$ cat config.mk
export PLATFORM = sky130hd
export DESIGN_NAME = mem_arbiter8_flat
export DESIGN_NICKNAME = d
export VERILOG_FILES = /design/src/rtl/mem_arbiter8_if.sv /design/src/rtl/mem_arbiter8.sv /design/src/flat_wrapper.sv
export SDC_FILE = /design/constraint.sdc
export NUM_CORES = 1
export LEC_CHECK = 0
export ABC_AREA = 1
export CAP_MARGIN = 30
export CORE_MARGIN = 2
export CORE_UTILIZATION = 25
export CTS_CLUSTER_SIZE = 14
export DETAILED_ROUTE_END_ITERATION = 7
export GPL_TIMING_DRIVEN = 0
export PLACE_DENSITY = 0.59
export SYNTH_ARGS = -nofsm -noshare
export SYNTH_HDL_FRONTEND = slang
export SYNTH_SLANG_ARGS = --single-unit
$ cat constraint.sdc
create_clock -name clock -period 3 [get_ports clock]
set_input_delay 0.9 -clock clock [delete_from_list [all_inputs] [get_ports clock]]
set_output_delay 0.9 -clock clock [all_outputs]
set_load 0.03 [all_outputs]
$ cat src/rtl/mem_arbiter8_if.sv
// ============================================================================
// Module   : mem_arbiter8_if
// Brief    : Master-side request/ack signals and RAM port for mem_arbiter8.
// Revision : 1.0
// ============================================================================
`default_nettype none

interface mem_arbiter8_if;
    logic       m0_req;
    logic       m1_req;
    logic       m0_we;
    logic       m1_we;
    logic [7:0] m0_addr;
    logic [7:0] m1_addr;
    logic [7:0] m0_wdata;
    logic [7:0] m1_wdata;
    logic       m0_ack;
    logic       m1_ack;
    logic [7:0] rdata;
    logic       busy;
    logic       gnt_id;
    logic       mem_en;
    logic       mem_we;
    logic [7:0] mem_addr;
    logic [7:0] mem_wdata;
    logic [7:0] mem_rdata;

    // Arbiter view
    modport slave (
        input  m0_req, m1_req, m0_we, m1_we, m0_addr, m1_addr,
               m0_wdata, m1_wdata, mem_rdata,
        output m0_ack, m1_ack, rdata, busy, gnt_id,
               mem_en, mem_we, mem_addr, mem_wdata
    );

    // Environment view: both requesting masters plus the RAM
    modport master (
        output m0_req, m1_req, m0_we, m1_we, m0_addr, m1_addr,
               m0_wdata, m1_wdata, mem_rdata,
        input  m0_ack, m1_ack, rdata, busy, gnt_id,
               mem_en, mem_we, mem_addr, mem_wdata
    );
endinterface

`default_nettype wire

$ cat src/rtl/mem_arbiter8.sv
// ============================================================================
// Module   : mem_arbiter8
// Brief    : Two-master arbiter/sequencer for a single-port 8-bit RAM.
//            Define MEMARB_ROUND_ROBIN_EN for round-robin arbitration.
// Revision : 1.0
// ============================================================================
`default_nettype none

module mem_arbiter8 #(
    parameter int WAIT_STATES = 0
) (
    input  logic          clock,
    input  logic          reset,
    mem_arbiter8_if.slave bus
);

    typedef enum logic [1:0] {
        S_IDLE   = 2'd0,
        S_ACCESS = 2'd1,
        S_WAIT   = 2'd2,
        S_ACK    = 2'd3
    } state_t;

    state_t     state, state_nxt;
    logic [3:0] wait_cnt, wait_cnt_nxt;
    logic       op_we, op_we_nxt;
    logic       m0_ack, m0_ack_nxt;
    logic       m1_ack, m1_ack_nxt;
    logic [7:0] rdata, rdata_nxt;
    logic       busy, busy_nxt;
    logic       gnt_id, gnt_id_nxt;
    logic       mem_en, mem_en_nxt;
    logic       mem_we, mem_we_nxt;
    logic [7:0] mem_addr, mem_addr_nxt;
    logic [7:0] mem_wdata, mem_wdata_nxt;
    logic       winner;

`ifdef MEMARB_ROUND_ROBIN_EN
    logic prio, prio_nxt;

    always_comb begin
        winner = (bus.m0_req && bus.m1_req) ? prio : !bus.m0_req;
    end

    always_ff @(posedge clock or negedge reset) begin
        if (!reset) begin
            prio <= 1'b0;
        end else begin
            prio <= prio_nxt;
        end
    end
`else
    always_comb begin
        winner = !bus.m0_req;
    end
`endif

    always_comb begin
        state_nxt     = state;
        wait_cnt_nxt  = wait_cnt;
        op_we_nxt     = op_we;
        m0_ack_nxt    = 1'b0;
        m1_ack_nxt    = 1'b0;
        rdata_nxt     = rdata;
        gnt_id_nxt    = gnt_id;
        mem_en_nxt    = 1'b0;
        mem_we_nxt    = 1'b0;
        mem_addr_nxt  = mem_addr;
        mem_wdata_nxt = mem_wdata;
`ifdef MEMARB_ROUND_ROBIN_EN
        prio_nxt      = prio;
`endif
        case (state)
            S_IDLE: begin
                if (bus.m0_req || bus.m1_req) begin
                    gnt_id_nxt    = winner;
                    op_we_nxt     = winner ? bus.m1_we    : bus.m0_we;
                    mem_we_nxt    = winner ? bus.m1_we    : bus.m0_we;
                    mem_addr_nxt  = winner ? bus.m1_addr  : bus.m0_addr;
                    mem_wdata_nxt = winner ? bus.m1_wdata : bus.m0_wdata;
                    mem_en_nxt    = 1'b1;
                    state_nxt     = S_ACCESS;
                end
            end
            S_ACCESS: begin
                wait_cnt_nxt = 4'(WAIT_STATES);
                state_nxt    = S_WAIT;
            end
            S_WAIT: begin
                if (wait_cnt == 4'd0) begin
                    // Writes leave rdata holding the last read result
                    if (!op_we) begin
                        rdata_nxt = bus.mem_rdata;
                    end
                    m0_ack_nxt = !gnt_id;
                    m1_ack_nxt = gnt_id;
                    state_nxt  = S_ACK;
                end else begin
                    wait_cnt_nxt = wait_cnt - 4'd1;
                end
            end
            S_ACK: begin
`ifdef MEMARB_ROUND_ROBIN_EN
                prio_nxt  = !prio;
`endif
                state_nxt = S_IDLE;
            end
            default: begin
                state_nxt = S_IDLE;
            end
        endcase
        busy_nxt = (state_nxt != S_IDLE);
    end

    always_ff @(posedge clock or negedge reset) begin
        if (!reset) begin
            state     <= S_IDLE;
            wait_cnt  <= 4'd0;
            op_we     <= 1'b0;
            m0_ack    <= 1'b0;
            m1_ack    <= 1'b0;
            rdata     <= 8'h00;
            busy      <= 1'b0;
            gnt_id    <= 1'b0;
            mem_en    <= 1'b0;
            mem_we    <= 1'b0;
            mem_addr  <= 8'h00;
            mem_wdata <= 8'h00;
        end else begin
            state     <= state_nxt;
            wait_cnt  <= wait_cnt_nxt;
            op_we     <= op_we_nxt;
            m0_ack    <= m0_ack_nxt;
            m1_ack    <= m1_ack_nxt;
            rdata     <= rdata_nxt;
            busy      <= busy_nxt;
            gnt_id    <= gnt_id_nxt;
            mem_en    <= mem_en_nxt;
            mem_we    <= mem_we_nxt;
            mem_addr  <= mem_addr_nxt;
            mem_wdata <= mem_wdata_nxt;
        end
    end

    assign bus.m0_ack    = m0_ack;
    assign bus.m1_ack    = m1_ack;
    assign bus.rdata     = rdata;
    assign bus.busy      = busy;
    assign bus.gnt_id    = gnt_id;
    assign bus.mem_en    = mem_en;
    assign bus.mem_we    = mem_we;
    assign bus.mem_addr  = mem_addr;
    assign bus.mem_wdata = mem_wdata;

endmodule

`default_nettype wire

$ cat src/flat_wrapper.sv
// flat-port wrapper written by rule: the top's interface ports become plain ports
module mem_arbiter8_flat 
#(
    parameter int WAIT_STATES = 0
)
  (clock, reset, bus_m0_req, bus_m1_req, bus_m0_we, bus_m1_we, bus_m0_addr, bus_m1_addr, bus_m0_wdata, bus_m1_wdata, bus_mem_rdata, bus_m0_ack, bus_m1_ack, bus_rdata, bus_busy, bus_gnt_id, bus_mem_en, bus_mem_we, bus_mem_addr, bus_mem_wdata);
  mem_arbiter8_if bus_i ();
  input  logic clock;
  input  logic reset;
  input wire logic [$bits(bus_i.m0_req)-1:0] bus_m0_req;
  input wire logic [$bits(bus_i.m1_req)-1:0] bus_m1_req;
  input wire logic [$bits(bus_i.m0_we)-1:0] bus_m0_we;
  input wire logic [$bits(bus_i.m1_we)-1:0] bus_m1_we;
  input wire logic [$bits(bus_i.m0_addr)-1:0] bus_m0_addr;
  input wire logic [$bits(bus_i.m1_addr)-1:0] bus_m1_addr;
  input wire logic [$bits(bus_i.m0_wdata)-1:0] bus_m0_wdata;
  input wire logic [$bits(bus_i.m1_wdata)-1:0] bus_m1_wdata;
  input wire logic [$bits(bus_i.mem_rdata)-1:0] bus_mem_rdata;
  output wire logic [$bits(bus_i.m0_ack)-1:0] bus_m0_ack;
  output wire logic [$bits(bus_i.m1_ack)-1:0] bus_m1_ack;
  output wire logic [$bits(bus_i.rdata)-1:0] bus_rdata;
  output wire logic [$bits(bus_i.busy)-1:0] bus_busy;
  output wire logic [$bits(bus_i.gnt_id)-1:0] bus_gnt_id;
  output wire logic [$bits(bus_i.mem_en)-1:0] bus_mem_en;
  output wire logic [$bits(bus_i.mem_we)-1:0] bus_mem_we;
  output wire logic [$bits(bus_i.mem_addr)-1:0] bus_mem_addr;
  output wire logic [$bits(bus_i.mem_wdata)-1:0] bus_mem_wdata;
  assign bus_i.m0_req = bus_m0_req;
  assign bus_i.m1_req = bus_m1_req;
  assign bus_i.m0_we = bus_m0_we;
  assign bus_i.m1_we = bus_m1_we;
  assign bus_i.m0_addr = bus_m0_addr;
  assign bus_i.m1_addr = bus_m1_addr;
  assign bus_i.m0_wdata = bus_m0_wdata;
  assign bus_i.m1_wdata = bus_m1_wdata;
  assign bus_i.mem_rdata = bus_mem_rdata;
  assign bus_m0_ack = bus_i.m0_ack;
  assign bus_m1_ack = bus_i.m1_ack;
  assign bus_rdata = bus_i.rdata;
  assign bus_busy = bus_i.busy;
  assign bus_gnt_id = bus_i.gnt_id;
  assign bus_mem_en = bus_i.mem_en;
  assign bus_mem_we = bus_i.mem_we;
  assign bus_mem_addr = bus_i.mem_addr;
  assign bus_mem_wdata = bus_i.mem_wdata;
  mem_arbiter8 #(.WAIT_STATES(WAIT_STATES)) u_core (.clock(clock), .reset(reset), .bus(bus_i));
endmodule
**Word level (Yosys, flattened, before mapping)**

Cells that the tools add are included.

- Flip-flop bits (word level): 37
- Logic and storage cells: 44
- Output and inout port bits: 30
- Bits of input ports: 46

- Equality and inequality tests: 4
- Bitwise gates (word level): 1
- Muxes and demuxes: 16
- Add/sub/neg operators: 1
- Reduce and logical (&&, ||, !) cells: 10

Operator list:

| kind | count |
|---|---|
| $mux 8 | 2 |
| $mux 1 | 9 |
| $pmux 2 s4 | 1 |
| $pmux 4 s2 | 1 |
| $eq 2x2->1 const B | 2 |
| $logic_not 4->1 | 1 |
| $mux 2 | 2 |
| $mux 4 | 1 |
| $reduce_and 2->1 | 2 |
| $reduce_bool 2->1 | 2 |
| $sub 4x1->4 const B | 1 |
| $reduce_and 3->1 | 1 |
| $eq 2x1->1 const B | 1 |
| $logic_not 1->1 | 2 |
| $logic_not 2->1 | 1 |
| $ne 2x2->1 const B | 1 |
| $logic_or 1x1->1 | 1 |
| $not 1->1 | 1 |

**Depth between registers and ports, before layout**

Gate-level depths: netlist of the first run.

- Word-level depth: 4
- Gate-level depth with buffers: 8
- Gate-level depth less buffers: 7

**Least setup slack after synthesis of the first run**

OpenSTA, ideal clock, no wires.

- Kind: in2reg
- From: input port bus_m0_req
- To: register u_core.mem_addr[5] (netlist: u_core.bus.mem_addr[5])
- Setup slack: 1.373 ns
- Buffers on the path: 3
- Required time: 2.883 ns
- Library setup time: 0.117 ns
- Arrival time: 1.510 ns
- Stages on the path: 8
- Cell sequence: buf_6 -> inv_6 -> nand2_4 -> nand2_2 -> buf_6 -> buf_6 -> nand2_1 -> nand2_1

- Longest elaborated chain between the ends: 2
- Elaborated cells between the ends (all ways): 3
- Those cells by class: 1 x mux; 2 x reduce/logical

RTL lines:

| item | RTL line | source |
|---|---|---|
| start, declared | flat_wrapper.sv:10 | `input wire logic [$bits(bus_i.m0_req)-1:0] bus_m0_req;` |
| $logic_or 1x1->1 | mem_arbiter8.sv:75 | `if (bus.m0_req \|\| bus.m1_req) begin` |
| $reduce_and 2->1 (no line) | - |  |
| end signal, assigned | mem_arbiter8.sv:140 | `mem_addr <= mem_addr_nxt;` |
| end, declared | mem_arbiter8.sv:34 | `logic [7:0] mem_addr, mem_addr_nxt;` |

Parallel ways exist; a longest one is shown, timed or not.
A chain may end at the register's enable or synchronous reset.

**Worst setup path after layout of the first run**

- From: register u_core.gnt_id (netlist: u_core.bus.gnt_id)
- To: output port bus_gnt_id

RTL lines:

| item | RTL line | source |
|---|---|---|
| start, declared | mem_arbiter8.sv:31 | `logic gnt_id, gnt_id_nxt;` |
| start signal, assigned | mem_arbiter8.sv:137 | `gnt_id <= gnt_id_nxt;` |
| end, declared | flat_wrapper.sv:23 | `output wire logic [$bits(bus_i.gnt_id)-1:0] bus_gnt_id;` |

No word-level cell between the ends.

==> impl_metrics.py, run 1 <==
metrics = {
    "drt": {
        "wl_per_cell_um": 10.8,
        "dr_total_vias": 1558,
        "drt_first_pass_iters": 4,
        "drc": 0,
        "route.final.wire_length_mm": 4.17,
        "vias_per_cell": 4.04,
        "ant_nets": 0,
        "initialDrtViolationCount": 53,
    },
    "floorplanning": {
        "die-area_mm2": 0.00766,
        "die_x_um": 87.5,
        "io_pins": 76,
        "row_count": 30,
        "start_util_pct": 25.8,
        "design.core.area_mm2": 0.00676,
        "dieHeight_um": 87.5,
    },
    "sta": {
        "finalCritPeriodShare_pct": 76.9,
        "fmax_ghz": 0.433,
        "tightest_slew_ns": 0.812,
        "setup_ws_ns": 0.693,
        "hold_viol": 0,
        "slew_headroom_pct": 45.8,
        "rsz0062_at_grt": "no",
        "min_period_ns": 2.31,
        "finClkSkew_ns": 0.00557,
        "holdWs_ns": 0.475,
        "tns_ns": 0,
        "timing.final.max_slew_violations": 0,
        "setup_viol": 0,
    },
    "clocking": {
        "postCtsSetupRepairBufs": 0,
        "cts_resized": 0,
        "cts_root_buf": "clkbuf_8",
        "clk_latency_ns": 0.28,
        "postCtsHoldBufs": 0,
        "clock_path_buffers": 2,
        "cts_tree": "yes",
        "clock_sinks": 37,
        "cts.htree.levels": 2,
        "clk_pin_slew_ns": 0.08,
        "cts-buffers-inserted": 5,
    },
    "synth": {
        "synth_area_leaders": "dfrtp_1 (53%), nand2_1 (30%), ha_1 (2.9%)",
        "avgSynthCellArea_um2": 7.78,
        "syn_inst": 224,
        "yosys.area.top_type_share_pct": 53.1,
        "ys_warn_count": 0,
        "synth_fp_nets": 274,
        "ys_types": 18,
        "yosysTopAreaCell": "dfrtp_1",
        "ys_seq_elements": 37,
        "seq_area_frac_synth_pct": 53.1,
        "syn_area_mm2": 0.00174,
    },
    "place": {
        "placedCellCount": 378,
        "port_buffers": 74,
        "gp_congestion": 0.719,
        "dpl_cell_area_mm2": 0.00258,
        "dpl_worst_slack_ns": 0.942,
        "hpwlAfterDp_mm": 3.09,
    },
    "power": {
        "ir_worst_vdd_mv": 0.376,
        "cellPowerDensity_mw_per_mm2": 925,
        "total_power_mw": 2.46,
        "leakagePower_nw": 1.37,
    },
    "global_routing": {
        "grt-ovfl-total": 0,
        "grt_antenna_before_repair": 0,
        "grt_first_pass_wirelength_mm": 7.04,
        "grt_max_degree": 38,
        "grt_usage_pct": 11.7,
        "first_global_vias": 1558,
    },
    "worst_setup_path": {
        "crit_chain": "clkdlybuf4s50_1",
        "critPathTopFamily": "buffers and inverters",
        "worst-path-buf-inv": 1,
        "cp_slowest_cell": "clkdlybuf4s50_1",
        "r2r_cells": 7,
        "crit_fanout": 4,
        "cp.required_ns": 2.10,
        "crit_type": "reg -> out",
        "max_stage_delay_ns": 0.71,
        "cp.depth": 1,
        "worstPathArrival_ns": 1.41,
        "critPathCaptureType": "output port",
        "critPathLaunchType": "flop",
    },
    "min_path": {
        "min_path_type": "reg -> reg",
        "whs_path_depth": 2,
    },
    "layout": {
        "final_net_count": 355,
        "final_core_util_pct": 39.4,
        "drive_above_1_share_pct": 7.19,
        "area_growth_pct": 52.7,
        "finalNonFillerCells": 386,
        "antenna_cells": 0,
        "final_common_cell": "nand2_1",
        "layout_common_cells": "nand2_1 (140), clkdlybuf4s50_1 (73), dfrtp_1 (37)",
        "final_area_mm2": 0.00266,
    },
    "outcome": {
        "status": "finished, final reports clean",
    },
    "run": {
        "cap_violations": 0,
    },
}
## worst paths after layout
kind                                                  from                                  end  slack, ns
setup / recovery             u_core.bus.gnt_id$_DFFE_PN0P_                           bus_gnt_id       0.69
hold / removal             u_core.bus.rdata[2]$_DFFE_PN0P_      u_core.bus.rdata[2]$_DFFE_PN0P_       0.47
setup reg to reg                 u_core.state[0]$_DFF_PN0_      u_core.bus.rdata[3]$_DFFE_PN0P_       1.34
hold reg to reg            u_core.bus.rdata[2]$_DFFE_PN0P_      u_core.bus.rdata[2]$_DFFE_PN0P_       0.47
max in group asynchronous                            reset  u_core.bus.mem_wdata[6]$_DFFE_PN0P_       1.78
min in group asynchronous                            reset      u_core.bus.rdata[4]$_DFFE_PN0P_       0.71
## per-layer routing
| metal | wire [µm] | vias up | GRT usage (%) |
|---|---|---|---|
| met5 | 0 | - | 0 |
| met4 | 23 | 0 | 3.08 |
| met3 | 298 | 4 | 3.98 |
| met2 | 1870 | 52 | 19.3 |
| met1 | 1970 | 668 | 14.6 |
| li1 | - | 834 | - |
## report_power, final
group          leakage [nW]  switching [mW]  internal, mW
registers             0.467           0.110         0.707
clock network        0.0450           0.172         0.161
logic                 0.855           0.769         0.542
total                  1.37            1.05          1.41
## kinds of logic after synthesis
family / count (synthesis) / synth area share, %
compound gates: 3 / 0.861
buf+inv: 19 / 6.25
fa+ha+maj: 4 / 2.87
xor+xnor: 1 / 0.503
flops: 37 / 53.1
simple gates: 160 / 36.4
## registers in the layout (all words and copies together), names as in the netlist
| name | cells |
|---|---|
| u_core.bus.mem_addr | 8 |
| u_core.bus.mem_wdata | 8 |
| u_core.bus.rdata | 8 |
| u_core.wait_cnt | 4 |
| u_core.state | 2 |
| u_core.bus.busy | 1 |
| u_core.bus.gnt_id | 1 |
| u_core.bus.m0_ack | 1 |
| u_core.bus.m1_ack | 1 |
| u_core.bus.mem_en | 1 |
| u_core.bus.mem_we | 1 |
| u_core.op_we | 1 |
## layout make-up
cell class	instances	area, µm²
Fill cell	714	4100
Sequential cell	37	926
Timing Repair Buffer	74	736
Multi-Input combinational cell	168	708
Tap cell	80	100
Clock buffer	6	72.6
Buffer	6	55.1
Inverter	13	53.8
Clock inverter	2	10.0
## cell usage after synthesis (all sizes together)
cell and number:
a21oi 1, nor2 6, nand3b 1, or2 1
buf 6, dfrtp 37, nand2 142, o21ai 2
nand3 10, inv 13, ha 4, xor2 1
(Power assumes the default switching activity.)
==> inputs of run 2 (changes only) <==
Settings changed: PLACE_DENSITY 0.59 to 0.61.
Clock period 3 ns to 1.9 ns, I/O delays scaled along.
==> impl_metrics.py, run 2 (synthesis gave the netlist of run 1 again) <==
metrics = {
    "layout": {
        "antenna_cells": 0,
        "drive_above_1_share_pct": 7.19,
        "largest_registers": "u_core.bus.mem_addr: 8 flops, u_core.bus.mem_wdata: 8 flops, u_core.bus.rdata: 8 flops",
        "layout_common_cells": "nand2_1 (140), clkdlybuf4s50_1 (51), dfrtp_1 (37)",
        "finalNonFillerCells": 386,
        "final_area_mm2": 0.00271,
        "final_net_count": 355,
        "area_growth_pct": 55.2,
        "final_common_cell": "nand2_1",
    },
    "worst_setup_path": {
        "critPathCaptureType": "output port",
        "cp.depth": 1,
        "cp_slowest_cell": "clkdlybuf4s50_1",
        "critPathTopFamily": "buffers and inverters",
        "worstPathArrival_ns": 1.29,
        "cp.required_ns": 1.33,
        "worstSetupStartpoint": "u_core.bus.rdata[2]$_DFFE_PN0P_",
        "max_stage_delay_ns": 0.67,
        "worst-path-buf-inv": 1,
        "crit_fanout": 2,
        "crit_type": "reg -> out",
        "r2r_cells": 7,
        "rr_startpoint": "u_core.state[0]$_DFF_PN0_",
        "critPathLaunchType": "flop",
        "crit_chain": "clkdlybuf4s50_1",
    },
    "outcome": {
        "status": "finished, final reports clean",
    },
    "power": {
        "swShare_pct": 41.6,
        "combPwrFrac_pct": 49.7,
        "leakagePower_nw": 1.53,
        "p_switching_mw": 1.64,
        "p_int_mw": 2.30,
        "seq_power_share_pct": 32.5,
        "clockPowerShare_pct": 17.7,
        "ir_worst_vdd_mv": 0.428,
        "cellPowerDensity_mw_per_mm2": 1450,
    },
    "place": {
        "port_buffers": 74,
        "placedCellCount": 378,
        "dpl_cell_area_mm2": 0.00258,
        "hpwlAfterDp_mm": 3.05,
        "gp_congestion": 0.733,
    },
    "clocking": {
        "postCtsHoldBufs": 0,
        "clk_latency_ns": 0.28,
        "clock_sinks": 37,
        "cts_root_buf": "clkbuf_8",
        "clock_path_buffers": 2,
        "clk_pin_slew_ns": 0.07,
        "postCtsSetupRepairBufs": 0,
        "cts_tree": "yes",
        "cts.htree.levels": 2,
        "cts-buffers-inserted": 5,
    },
    "sta": {
        "tightest_slew_ns": 0.838,
        "rsz0062_at_grt": "no",
        "fmax_ghz": 0.538,
        "min_period_ns": 1.86,
        "timing.final.max_slew_violations": 0,
        "hold_viol": 0,
        "setup_viol": 0,
        "holdWs_ns": 0.387,
        "slew_headroom_pct": 44.1,
        "finalCritPeriodShare_pct": 97.9,
        "finClkSkew_ns": 0.00712,
    },
    "drt": {
        "route.final.wire_length_mm": 4.11,
        "dr_total_vias": 1594,
        "drc": 0,
        "initialDrtViolationCount": 51,
        "ant_nets": 0,
        "wl_per_cell_um": 10.6,
        "vias_per_cell": 4.13,
        "drt_first_pass_iters": 4,
    },
    "floorplanning": {
        "start_util_pct": 25.8,
        "die_x_um": 87.5,
        "io_pins": 76,
        "row_count": 30,
        "die-area_mm2": 0.00766,
        "design.core.area_mm2": 0.00676,
        "dieHeight_um": 87.5,
    },
    "min_path": {
        "min_path_type": "in -> async",
    },
    "global_routing": {
        "grt_antenna_before_repair": 0,
        "first_global_vias": 1573,
        "grt_max_degree": 38,
        "grt_first_pass_wirelength_mm": 6.85,
        "grt_usage_pct": 11.4,
        "grt-ovfl-total": 0,
    },
    "run": {
        "cap_violations": 0,
    },
}
run 2: changes by cell type in the layout (fill, tap and decap cells not counted), sizes merged:
| cell | delta |
|---|---|
| dlygate4sd2 | +12 |
| clkdlybuf4s50 | -22 |
| clkbuf | +1 |
| dlymetal6s2s | +10 |
| clkinv | -2 |
| bufinv | +1 |
run 2: metal layers:
metal,GRT usage [%],up-vias,part of all wire [%]
met5,0,-,0
met2,18.4,50,46
met4,2.94,0,0.39
li1,-,839,-
met1,14.6,702,47
met3,3.79,3,6.7
run 2: stage by stage:
stage | TNS (ns) | power [mW] | util [%] | worst slack (ns)
6_report | 0 | 3.94 | 40.0 | 0.0404
2_1_floorplan | 0 | 2.52 | - | 0.557
3_3_place_gp | -25.94 | 3.38 | 38.2 | -0.704
3_5_place_dp | 0 | 3.39 | 38.2 | 0.152
5_1_grt | 0 | 4.26 | 40.0 | 0.00131
4_1_cts | 0 | 4.03 | 39.7 | 0.000824
run 2: power by group through the flow:
stage	registers [mW]	clock network, mW	logic, mW
global placement	1.30	0	2.08
CTS	1.29	0.725	2.01
global route	1.32	0.758	2.18
finish	1.28	0.697	1.96
detailed placement	1.30	0	2.09
floorplan	1.87	0	0.653
run 2: cell type report:
class / instances / area [µm²]
multi-input combinational: 168 / 708
buffer: 6 / 55.1
clock buffer: 7 / 86.3
fill: 733 / 4050
inverter: 13 / 53.8
sequential: 37 / 926
timing repair buffer: 74 / 746
clock inverter: 1 / 30.0
tap: 80 / 100
run 2: timing repair:
item | in CTS | in global routing
gates resized for setup | 12 | 10
pin swaps | 0 | 0
endpoints found under the hold margin | 0 | 0
setup endpoints to repair | 12 | 10
run 2: worst paths after layout:
path | end | slack, ns
worst max-delay path | bus_rdata[2] | 0.04
worst min-delay path | u_core.bus.rdata[4]$_DFFE_PN0P_ | 0.39
worst max register to register | u_core.bus.rdata[4]$_DFFE_PN0P_ | 0.23
worst min register to register | u_core.bus.rdata[6]$_DFFE_PN0P_ | 0.46
max in group asynchronous | u_core.bus.rdata[5]$_DFFE_PN0P_ | 0.98
min in group clock | u_core.bus.rdata[6]$_DFFE_PN0P_ | 0.46
==> inputs of run 3 (changes only) <==
Settings changed: CAP_MARGIN 30 to default.
==> results of run 3 <==
No change in the layout: final DEF, timing and power equal those of run 2.
